===== src/rtl/ldr_pkg.sv =====
// Shared types and constants for the instruction-memory program loader.
package ldr_pkg;

    // Command opcodes carried on cmd_op.
    typedef enum logic [1:0] {
        OP_LOAD   = 2'd0,
        OP_VERIFY = 2'd1,
        OP_RUN    = 2'd2,
        OP_RSVD   = 2'd3
    } ldr_op_e;

    // Loader control states; also exported on dbg_state.
    typedef enum logic [2:0] {
        ST_IDLE = 3'd0,
        ST_LOAD = 3'd1,
        ST_VRD  = 3'd2,
        ST_VCMP = 3'd3,
        ST_RUN  = 3'd4,
        ST_DONE = 3'd5
    } ldr_state_e;

    // CPU status codes as reported on cpu_status.
    localparam logic [3:0] CPU_AOK = 4'd1;
    localparam logic [3:0] CPU_HLT = 4'd2;
    localparam logic [3:0] CPU_ADR = 4'd3;
    localparam logic [3:0] CPU_INS = 4'd4;

    // Error codes reported on err_code.
    localparam logic [1:0] ERR_NONE   = 2'd0;
    localparam logic [1:0] ERR_CMD    = 2'd1;
    localparam logic [1:0] ERR_VERIFY = 2'd2;
    localparam logic [1:0] ERR_CPU    = 2'd3;

    // Number of low address bits that must be zero for a beat-aligned address.
    function automatic int beat_shift(input int beat_bytes);
        case (beat_bytes)
            2:       return 1;
            4:       return 2;
            8:       return 3;
            default: return 0;
        endcase
    endfunction

endpackage


===== src/rtl/imem_prog_loader.sv =====
// Program loader / run controller: streams beats into imem, reads them back
// for verification, and gates the CPU run enable.
//
// Stream handshake: a beat transfers on a rising sys_clk edge where
// s_valid && s_ready; s_ready depends only on state, never on s_valid.
// Command handshake works the same way with cmd_valid/cmd_ready.
module imem_prog_loader
    import ldr_pkg::*;
#(
    parameter int ADDR_W     = 10,
    parameter int BEAT_BYTES = 1,
    parameter int LEN_W      = 16
) (
    input  logic                    sys_clk,
    input  logic                    rst,
    input  logic                    cmd_valid,
    output logic                    cmd_ready,
    input  logic [1:0]              cmd_op,
    input  logic [ADDR_W-1:0]       cmd_base,
    input  logic [LEN_W-1:0]        cmd_len,
    input  logic                    s_valid,
    output logic                    s_ready,
    input  logic [8*BEAT_BYTES-1:0] s_data,
    output logic                    imem_wr_en,
    output logic [ADDR_W-1:0]       imem_wr_addr,
    output logic [8*BEAT_BYTES-1:0] imem_wr_data,
    output logic                    imem_rd_en,
    output logic [ADDR_W-1:0]       imem_rd_addr,
    input  logic [8*BEAT_BYTES-1:0] imem_rd_data,
    input  logic [3:0]              cpu_status,
    output logic                    cpu_valid,
    output logic                    busy,
    output logic                    done,
    output logic                    err,
    output logic [1:0]              err_code,
    output logic [ADDR_W-1:0]       err_addr,
    output ldr_state_e              dbg_state
);

    if (!(BEAT_BYTES == 1 || BEAT_BYTES == 2 || BEAT_BYTES == 4 || BEAT_BYTES == 8)) begin : g_bad_beat
        $error("imem_prog_loader: BEAT_BYTES must be 1, 2, 4 or 8");
    end

    localparam logic [ADDR_W-1:0] ALIGN_MASK = ADDR_W'((1 << beat_shift(BEAT_BYTES)) - 1);
    localparam logic [ADDR_W-1:0] STEP       = ADDR_W'(BEAT_BYTES);

    ldr_state_e              state_q, state_d;
    logic [ADDR_W-1:0]       ptr_q;
    logic [LEN_W-1:0]        rem_q;      // beats left, or run-cycle limit for RUN
    logic [LEN_W-1:0]        cnt_q;      // RUN cycles elapsed
    logic [8*BEAT_BYTES-1:0] cap_q;      // beat held for comparison in VCMP
    logic [1:0]              err_code_q;
    logic [ADDR_W-1:0]       err_addr_q;

    ldr_op_e op_in;
    logic    bad_cmd;
    logic    accept;
    logic    run_exit;

    assign op_in    = ldr_op_e'(cmd_op);
    assign bad_cmd  = (|(cmd_base & ALIGN_MASK)) || (op_in == OP_RSVD);
    assign accept   = cmd_valid && (state_q == ST_IDLE);
    assign run_exit = (cpu_status != CPU_AOK) ||
                      ((rem_q != '0) && (cnt_q == rem_q - LEN_W'(1)));

    assign busy      = (state_q != ST_IDLE);
    assign err       = (err_code_q != ERR_NONE);
    assign err_code  = err_code_q;
    assign err_addr  = err_addr_q;
    assign dbg_state = state_q;

    // State register.
    always_ff @(posedge sys_clk or posedge rst) begin
        if (rst) state_q <= ST_IDLE;
        else     state_q <= state_d;
    end

    // Next state and strobes; memory strobes come straight from the beat handshake.
    always_comb begin
        state_d      = state_q;
        cmd_ready    = 1'b0;
        s_ready      = 1'b0;
        imem_wr_en   = 1'b0;
        imem_wr_addr = '0;
        imem_wr_data = '0;
        imem_rd_en   = 1'b0;
        imem_rd_addr = '0;
        cpu_valid    = 1'b0;
        done         = 1'b0;
        case (state_q)
            ST_IDLE: begin
                cmd_ready = 1'b1;
                if (cmd_valid) begin
                    if (bad_cmd) begin
                        state_d = ST_DONE;
                    end else begin
                        case (op_in)
                            OP_LOAD:   state_d = (cmd_len == '0) ? ST_DONE : ST_LOAD;
                            OP_VERIFY: state_d = (cmd_len == '0) ? ST_DONE : ST_VRD;
                            default:   state_d = ST_RUN;
                        endcase
                    end
                end
            end
            ST_LOAD: begin
                s_ready = 1'b1;
                if (s_valid) begin
                    imem_wr_en   = 1'b1;
                    imem_wr_addr = ptr_q;
                    imem_wr_data = s_data;
                    if (rem_q == LEN_W'(1)) state_d = ST_DONE;
                end
            end
            ST_VRD: begin
                s_ready = 1'b1;
                if (s_valid) begin
                    imem_rd_en   = 1'b1;
                    imem_rd_addr = ptr_q;
                    state_d      = ST_VCMP;
                end
            end
            ST_VCMP: begin
                state_d = (rem_q == LEN_W'(1)) ? ST_DONE : ST_VRD;
            end
            ST_RUN: begin
                cpu_valid = 1'b1;
                if (run_exit) state_d = ST_DONE;
            end
            ST_DONE: begin
                done    = 1'b1;
                state_d = ST_IDLE;
            end
            default: state_d = ST_IDLE;
        endcase
    end

    // Pointer, counters, captured beat and sticky error reporting.
    always_ff @(posedge sys_clk or posedge rst) begin
        if (rst) begin
            ptr_q      <= '0;
            rem_q      <= '0;
            cnt_q      <= '0;
            cap_q      <= '0;
            err_code_q <= ERR_NONE;
            err_addr_q <= '0;
        end else begin
            case (state_q)
                ST_IDLE: begin
                    if (accept) begin
                        ptr_q      <= cmd_base;
                        rem_q      <= cmd_len;
                        cnt_q      <= '0;
                        err_code_q <= bad_cmd ? ERR_CMD : ERR_NONE;
                        err_addr_q <= '0;
                    end
                end
                ST_LOAD: begin
                    if (s_valid) begin
                        ptr_q <= ptr_q + STEP;
                        rem_q <= rem_q - LEN_W'(1);
                    end
                end
                ST_VRD: begin
                    if (s_valid) cap_q <= s_data;
                end
                ST_VCMP: begin
                    // Only the first mismatch of a command is recorded.
                    if ((imem_rd_data != cap_q) && (err_code_q == ERR_NONE)) begin
                        err_code_q <= ERR_VERIFY;
                        err_addr_q <= ptr_q;
                    end
                    ptr_q <= ptr_q + STEP;
                    rem_q <= rem_q - LEN_W'(1);
                end
                ST_RUN: begin
                    cnt_q <= cnt_q + LEN_W'(1);
                    if ((cpu_status == CPU_ADR) || (cpu_status == CPU_INS))
                        err_code_q <= ERR_CPU;
                end
                default: ;
            endcase
        end
    end

endmodule


===== config.mk =====
export PLATFORM = sky130hd
export DESIGN_NAME = imem_prog_loader
export DESIGN_NICKNAME = d
export VERILOG_FILES = /design/src/rtl/ldr_pkg.sv /design/src/rtl/imem_prog_loader.sv
export SDC_FILE = /design/constraint.sdc
export NUM_CORES = 1
export LEC_CHECK = 0
export CORE_ASPECT_RATIO = 2
export CORE_UTILIZATION = 45
export CTS_CLUSTER_DIAMETER = 120
export CTS_CLUSTER_SIZE = 25
export DETAILED_ROUTE_END_ITERATION = 8
export PLACE_DENSITY = 0.86
export REMOVE_ABC_BUFFERS = 1
export SYNTH_ARGS = -nofsm -noshare
export SYNTH_HDL_FRONTEND = slang
export SYNTH_SLANG_ARGS = --single-unit

===== constraint.sdc =====
create_clock -name sys_clk -period 2.6 [get_ports sys_clk]
set_clock_uncertainty 0.2 [all_clocks]
set_input_delay 0.52 -clock sys_clk [delete_from_list [all_inputs] [get_ports sys_clk]]
set_output_delay 0.52 -clock sys_clk [all_outputs]
set_load 0.02 [all_outputs]

### Yosys cells after proc, flatten, opt, wreduce, memory -nomap -nowiden

Cells that the tools add are included.

* $add $sub $neg: 3
* eq/ne operators: 21
* muxes and demuxes: 39
* reduce and logical (&&, ||, !) cells: 23

Operator list (number)
* 2-to-1 mux 10 bit: 7
* 2-to-1 mux 16 bit: 3
* case mux 16 bit (3 select lines): 1
* case mux 16 bit (2 select lines): 1
* case mux 10 bit (3 select lines): 1
* 2-to-1 mux 3 bit: 9
* case mux 10 bit (2 select lines): 1
* adder 16 x 1 -> 16 bit (second input constant): 1
* == test 16 x 1 -> 1 bit (second input constant): 1
* == test 16 bit: 1
* logical NOT 16 bit: 1
* 2-to-1 mux 8 bit: 2
* inequality test 2 bit (second input constant): 8
* nonzero test 16 bit: 1
* subtractor 16 x 1 -> 16 bit (second input constant): 1
* case mux 3 bit (5 select lines): 1
* adder 10 x 1 -> 10 bit (second input constant): 1
* nonzero test 3 bit: 3
* 2-to-1 mux 1 bit: 8
* inequality test 8 bit: 1
* == test 3 x 2 -> 1 bit (second input constant): 2
* == test 3 bit (second input constant): 2
* 2-to-1 mux 2 bit: 3
* case mux 2 bit (3 select lines): 1
* 17 further kinds: 25

* bits in registers: 65
* bits of input ports: 52
* output and inout bits: 51
* word-level logic and storage cells: 93

### Depth between registers and ports, before layout

Gate-level depths: netlist of the first run.

* depth after elaboration: 6
* mapped depth: 8
* mapped depth without buffers: 8

### Worst setup path after synthesis of the first run

No wires, ideal clock.

* kind: register -> output
* start: register state_q[0] (netlist: dbg_state[0])
* end: output imem_rd_addr[0]
* data arrival time: 1.958 ns
* required time: 1.880 ns
* setup slack: -0.078 ns
* stages on the path, launching flop included: 6
* path buffers: 3
* path through: dfrtp_1 > clkbuf_1 > nor4bb_1 > clkbuf_1 > clkbuf_1 > and2_1

* word-level cells in the longest chain between the ends: 2

Ends and longest elaborated chain
* from (decl): RTL line imem_prog_loader.sv:47 `ldr_state_e state_q, state_d;`
* from (signal assigned): RTL line imem_prog_loader.sv:75 `else state_q <= state_d;`
* == test 3 x 2 -> 1 bit: RTL line imem_prog_loader.sv:90 `case (state_q)`
* 2-to-1 mux 10 bit: RTL line imem_prog_loader.sv:90
* to (decl): RTL line imem_prog_loader.sv:28 `output logic [ADDR_W-1:0] imem_rd_addr,`

Every way passes these cells.

### Worst setup path in the final report of the first run

* start: register rem_q[0]
* end: register state_q[0] (netlist: dbg_state[0])

* word-level cells in the longest chain between the ends: 6
* elaborated cells on any way between the ends: 11
* those cells by class: add/sub (1); eq/ne (4); mux (2); reduce/logical (4)

Ends and longest elaborated chain
* from (decl): RTL line imem_prog_loader.sv:49 `logic [LEN_W-1:0] rem_q;`
* from (signal assigned): RTL line imem_prog_loader.sv:151 `rem_q <= cmd_len;`
* from (signal assigned): RTL line imem_prog_loader.sv:160 `rem_q <= rem_q - LEN_W'(1);`
* from (signal assigned): RTL line imem_prog_loader.sv:173 `rem_q <= rem_q - LEN_W'(1);`
* subtractor 16 x 1 -> 16 bit: RTL line imem_prog_loader.sv:64 `((rem_q != '0) && (cnt_q == rem_q - LEN_W'(1)));`
* == test 16 bit: RTL line imem_prog_loader.sv:64
* logical AND 1 bit: RTL line imem_prog_loader.sv:64
* logical OR 1 bit: RTL line imem_prog_loader.sv:63 `assign run_exit = (cpu_status != CPU_AOK) ||`
* inequality test 2 bit (no line)
* AND reduction 5 bit (no line)

Parallel ways exist; a longest one is shown, timed or not.
A chain may end at the register's enable or synchronous reset.

==> results.cfg, run 1 <==
[die]
die_w_um = 70.6
start_util = 0.466
die_y_um = 139
fp-row-count = 49
io_pins = 103
die-area_um2 = 9820
core_region_area_um2 = 9070

[synth]
synthArstFlopShare = 1.00
synth_cell_type_count = 57
netlist_area_um2 = 4230
synth_enable_flop_cells = 0
synth-seq-cells = 65
avgSynthCellArea_um2 = 8.76
ys.flop_type = dfrtp_1
synth_cells = 483
yosysWarnings = 0
ys_seq_area_frac = 0.384

[finish]
final_area_um2 = 5950
fin_nets = 677
antenna_cells = 0
synthToLayoutAreaGrowth_pct = 40.5
drive_above_1_share = 0.230
fillers = 705

[drt]
drt-initial-drc-count = 515
wl_per_cell_um = 18.1
ant_nets = 0
drcViolationCount = 24
drt-pass1-iter-count = 7
via_count = 4414
wirelength_um = 13200
viasPerCell = 6.07

[run_status]
violations = design-rule violations
status = complete, but fails checks

[timing]
slew_headroom = 0.651
drv_slew = 0
clock.fmax_ghz = 0.385
tightestPinTransition_ns = 0.523
grt_setup_unrepaired = true
min_period_ns = 2.60
min_period_over_period = 0.998
setup_tns_ns = 0
worst_slack_ns = 0.00464
final-setup-viol-count = 0
hold_viol_final = 0

[setup_path]
crit_type = reg2reg
start_kind = register
required_ns = 2.64
max_stage_delay_ns = 0.40
critPathSlowestCell = dfrtp_1
cp_cell_sequence = inv_1 -> ha_2 -> or3b_1 -> buf_4 -> buf_4 -> nor3_1 -> nand3_1 -> o21ai_0 -> a41oi_1 -> o32ai_2
critPathCaptureType = register
path_max_fanout = 3
arrival_ns = 2.64
cpMostUsedCell = buf_4

[global_route]
antenna_found_initial = 0
grt_overflow = 0
grt_util_all_layers = 0.269
grt_max_degree = 66
grt_pass1_wl_um = 20600
first_global_vias = 4414

[power]
p_int_uw = 3780
p_per_area_nw_per_um2 = 1110
netSwitchingFraction = 0.429
p_comb_frac = 0.537
seq_power_share = 0.275
vdd_drop_max_v = 0.000513
p_sw_uw = 2840
pwr-share-clk = 0.188
p_leak_uw = 0.00258

[clock_network]
numCtsBuffers = 9
cts_buffer_depth = 2
postCtsHoldBufs = 0
cts_tree = built
clk_pin_slew_ns = 0.05
insertion_delay_ns = 0.34
htree_levels = 3
clkSinkCount = 65
root_buffer = clkbuf_16

[placement]
place_area_um2 = 5690
gp_congestion = 0.887
dp_slack_ns = -0.465
dp_hpwl_um = 9510
portBuffers = 102

[run]
max_cap_violations = 0

[min_path]
min_path_type = reg2reg
[metal layers]
layer | wire (um) | share of wire | vias to the layer above | track usage
li1 | - | - | 2029 | -
met1 | 4320 | 0.33 | 2113 | 0.245
met2 | 7200 | 0.55 | 196 | 0.510
met3 | 671 | 0.051 | 76 | 0.0480
met4 | 970 | 0.074 | 0 | 0.202
met5 | 0 | 0 | - | 0
[metrics by stage]
stage                     instances   util  power [uW]  hold WS (ns)
after global routing            727  0.655        7000         0.325
after floorplan                 455      -        3790         0.274
after detailed placement        706  0.628        5330         0.296
final                           727  0.655        6630         0.304
after global placement          706  0.628        5180         0.287
after CTS                       721  0.664        6560         0.308
[cells in the mapped netlist, drive strengths merged, types with 4 or more instances]
cell type   n  area, um^2
nor4       15         128
ha          4        50.1
inv         6        22.5
nor3       11        66.3
or3         5        36.3
dfrtp      65        1630
mux2       19         214
xnor2      16         140
o22ai      11        68.8
or4         6        48.8
nand2      47         179
and3       14        87.6
a31oi       5        31.3
nor2       22        82.6
a21oi      45         225
xor2       19         166
o211ai      4        30.0
and2       31         194
o21ai      35         175
nand3      26         130
clkbuf     25        93.8
nand4       4        25.0
or2         5        31.3
[worst max-delay path: cells and delay by family (launching register included)]
kind | cells | cell delay [ns]
and+or+nand+nor | 3 | 0.72
AOI/OAI and AO/OA | 3 | 0.54
buffers and inverters | 3 | 0.41
DFF | 1 | 0.40
adders and majority gates | 1 | 0.21
[worst paths after layout]
check	endpoint	from	slack, ns	cells past startpoint
setup / recovery	dbg_state[0]$_DFFE_PP0P_	rem_q[0]$_DFFE_PP0P_	0.005	10
hold / removal	err_addr[9]$_DFFE_PP0P_	err_addr[9]$_DFFE_PP0P_	0.30	1
setup reg to reg	dbg_state[0]$_DFFE_PP0P_	rem_q[0]$_DFFE_PP0P_	0.005	10
hold reg to reg	err_addr[9]$_DFFE_PP0P_	err_addr[9]$_DFFE_PP0P_	0.30	1
max in group asynchronous	dbg_state[2]$_DFFE_PP0P_	rst	1.53	3
min in group asynchronous	err_code[1]$_DFFE_PP0P_	rst	0.39	3
[flip-flops by register name, indices dropped and copies added (netlist names)]
register / cells
cap_q: 8
cnt_q: 16
dbg_state: 3
err_addr: 10
err_code: 2
ptr_q: 10
rem_q: 16
[layout by cell type, fill, tap and decap left out, types with 11 or more instances in the layout]
cell type,instances
and3_1,14
nor4_1,11
a21oi_1,44
xnor2_1,16
mux2_2,19
nand2_1,46
and2_1,31
xor2_1,19
buf_2,12
clkbuf_2,16
nor2_1,22
nand3_1,26
o21ai_0,35
clkdlybuf4s50_1,67
dfrtp_1,63
buf_4,46
o22ai_1,11
[power by group through the flow]
stage	Combinational, uW	Clock (uW)	Sequential, uW
2_1_floorplan	1890	0	1900
3_3_place_gp	3390	0	1780
3_5_place_dp	3510	0	1820
4_1_cts	3500	1250	1810
5_1_grt	3840	1290	1870
6_report	3560	1250	1820
[cell families (layout without fill, tap and decap cells)]
logic type,after synthesis,count (layout),share of synthesized area
AND/OR/NAND/NOR,202,202,0.268
AO/OA/AOI/OAI,121,121,0.172
buffers and inverters,34,176,0.0340
XOR/XNOR,35,35,0.0724
flip-flops,65,65,0.384
multiplexers,22,22,0.0576
adder cells (fa/ha/maj),4,4,0.0118
[repair_timing]
item	in CTS	in global routing
gates resized for setup	81	37
gates cloned	0	1
buffers inserted	0	5
endpoints found under the setup margin	37	30
pin swaps	2	0
[layout make-up]
class                      instances  area, um^2  area share
inverter                           6        22.5     0.00379
clock buffer                      11         253      0.0425
tap                              102         128      0.0215
sequential                        65        1630       0.274
clock inverter                     4        52.6     0.00884
multi-input combinational        384        2530       0.425
timing repair buffer             155        1330       0.224
Note: power is estimated with default switching activity, not from simulation.
==> inputs of run 2 (changes only) <==
--- a/config.mk
+++ b/config.mk
@@ -6,6 +6,7 @@
 export NUM_CORES = 1
 export LEC_CHECK = 0
 export CORE_ASPECT_RATIO = 2
+export CORE_MARGIN = 3
 export CORE_UTILIZATION = 45
 export CTS_CLUSTER_DIAMETER = 120
 export CTS_CLUSTER_SIZE = 25
==> run 2 against run 1 <==
Effect of this change: the flow now finishes without violations; sequential share of layout area fell by 0.13 points; die area increased by 8.7%; cell area rose by 0.57%; power grew 0.96%; first-iteration DRC count fell by 30%; global-route usage fell by 0.96 points; critical endpoint unchanged; largest cell class unchanged.
==> results.cfg, run 2 (synthesis results as in run 1) <==
[timing]
slew_headroom = 0.644
final-setup-viol-count = 0
drv_slew = 0
min_period_ns = 2.59
min_period_over_period = 0.994
hold_viol_final = 0
tightestPinTransition_ns = 0.534
clock.fmax_ghz = 0.387
grt_setup_unrepaired = true

[finish]
synthToLayoutAreaGrowth_pct = 41.3
area.sequential_um2 = 1630
fillers = 701
final_cells = 728
layout_commonest_cell = clkdlybuf4s50_1
drive_above_1_share = 0.244
fin_nets = 677
antenna_cells = 0
multi_input_area_um2 = 2560
reg_top3 = cnt_q: 16 flops, rem_q: 16 flops
final_cell_mix = clkdlybuf4s50_1, dfrtp_1, nand2_1, buf_4, a21oi_1

[drt]
drt-initial-drc-count = 359
ant_nets = 0
drt-pass1-iter-count = 5
via_count = 4388
viasPerCell = 6.03
wl_per_cell_um = 18.6
wirelength_um = 13600
drcViolationCount = 0

[die]
fp-row-count = 49
die_y_um = 143
core_region_area_um2 = 9070
die-area_um2 = 10700
io_pins = 103
die_w_um = 74.6
start_util = 0.466

[setup_path]
cp_cell_sequence = buf_4 -> buf_4 -> or4_4 -> nor3_4 -> xnor2_1 -> a2111oi_4 -> a41oi_2 -> o32ai_2
cpMostUsedCell = buf_4
start_kind = register
critPathCaptureType = register
critPathSlowestCell = or4_4
path_max_fanout = 3
crit_type = reg2reg
arrival_ns = 2.62
max_stage_delay_ns = 0.48
required_ns = 2.63

[global_route]
grt_max_degree = 66
grt_use_met1 = 0.242
gr-usage-met3 = 0.0458
first_global_vias = 4586
grt_util_all_layers = 0.260
grt_overflow = 0
top_usage_layer = met2
antenna_found_initial = 0
grt_pass1_wl_um = 21200
grt_use_met2 = 0.488

[clock_network]
root_buffer = clkbuf_16
clkSinkCount = 65
htree_levels = 3
clk_pin_slew_ns = 0.06
insertion_delay_ns = 0.33
cts_tree = built
numCtsBuffers = 9
cts_buffer_depth = 2

[power]
vdd_drop_max_v = 0.000456
p_per_area_nw_per_um2 = 1120
p_total_uw = 6690
p_leak_uw = 0.00259

[min_path]
min_path_type = reg2reg

[placement]
gp_congestion = 0.941
place_inst = 705
portBuffers = 102
dp_hpwl_um = 9870

[run_status]
status = complete, no violations

[run]
max_cap_violations = 0
==> run 2: final timing paths <==
kind / startpoint / endpoint / slack [ns] / cells after the start
setup / recovery: rem_q[1]$_DFFE_PP0P_ / dbg_state[0]$_DFFE_PP0P_ / 0.01 / 8
hold / removal: err_addr[3]$_DFFE_PP0P_ / err_addr[3]$_DFFE_PP0P_ / 0.31 / 1
setup reg to reg: rem_q[1]$_DFFE_PP0P_ / dbg_state[0]$_DFFE_PP0P_ / 0.01 / 8
hold reg to reg: err_addr[3]$_DFFE_PP0P_ / err_addr[3]$_DFFE_PP0P_ / 0.31 / 1
max in group asynchronous: rst / dbg_state[0]$_DFFE_PP0P_ / 1.50 / 3
min in group asynchronous: rst / cnt_q[3]$_DFFE_PP0P_ / 0.39 / 3
==> run 2: cell type report <==
class / instances / area share
clock buffer: 10 / 0.0400
clock inverter: 6 / 0.0111
inverter: 6 / 0.00418
multi-input combinational: 384 / 0.427
sequential: 65 / 0.273
tap: 102 / 0.0213
timing repair buffer: 155 / 0.223
==> run 2: metal layers <==
layer  routed length, um  up-vias
met5                   0        -
met4                 872        0
met1                4470     2118
li1                    -     2026
met2                7590      186
met3                 629       58
==> run 2: per-stage QoR <==
stage          setup WS (ns)  TNS, ns  hold slack, ns   util  area (um^2)
3_5_place_dp          -0.439   -10.84           0.297  0.627         5690
5_1_grt              -0.0965  -0.0965           0.327  0.659         5980
6_report              0.0147        0           0.309  0.659         5980
2_1_floorplan          -1.39   -79.66           0.274      -         4110
3_3_place_gp          -0.375    -9.12           0.287  0.627         5690
4_1_cts               -0.111   -0.111           0.310  0.662         6010
==> run 2: repair_timing <==
action                                  4_1_cts  5_1_grt
endpoints found under the setup margin       36       33
gates resized for setup                      60       56
pin swaps                                     5        8
hold buffers                                  0        0
cloned                                        0        0
hold endpoints to repair                      0        0
buffers inserted                              1        6
==> run 2: critical path, delay by kind of cell (launching register included) <==
kind | cells | cell delay [ns]
AOI/OAI and AO/OA | 3 | 0.80
and+or+nand+nor | 2 | 0.70
DFF | 1 | 0.39
buffers and inverters | 2 | 0.27
xor gates and xnor gates | 1 | 0.13
==> run 2: power breakdown <==
group / switching (uW) / internal, uW / leakage, uW
clock network: 455 / 769 / 0.000141
logic: 1960 / 1650 / 0.00164
registers: 459 / 1390 / 0.000812
total: 2880 / 3810 / 0.00259
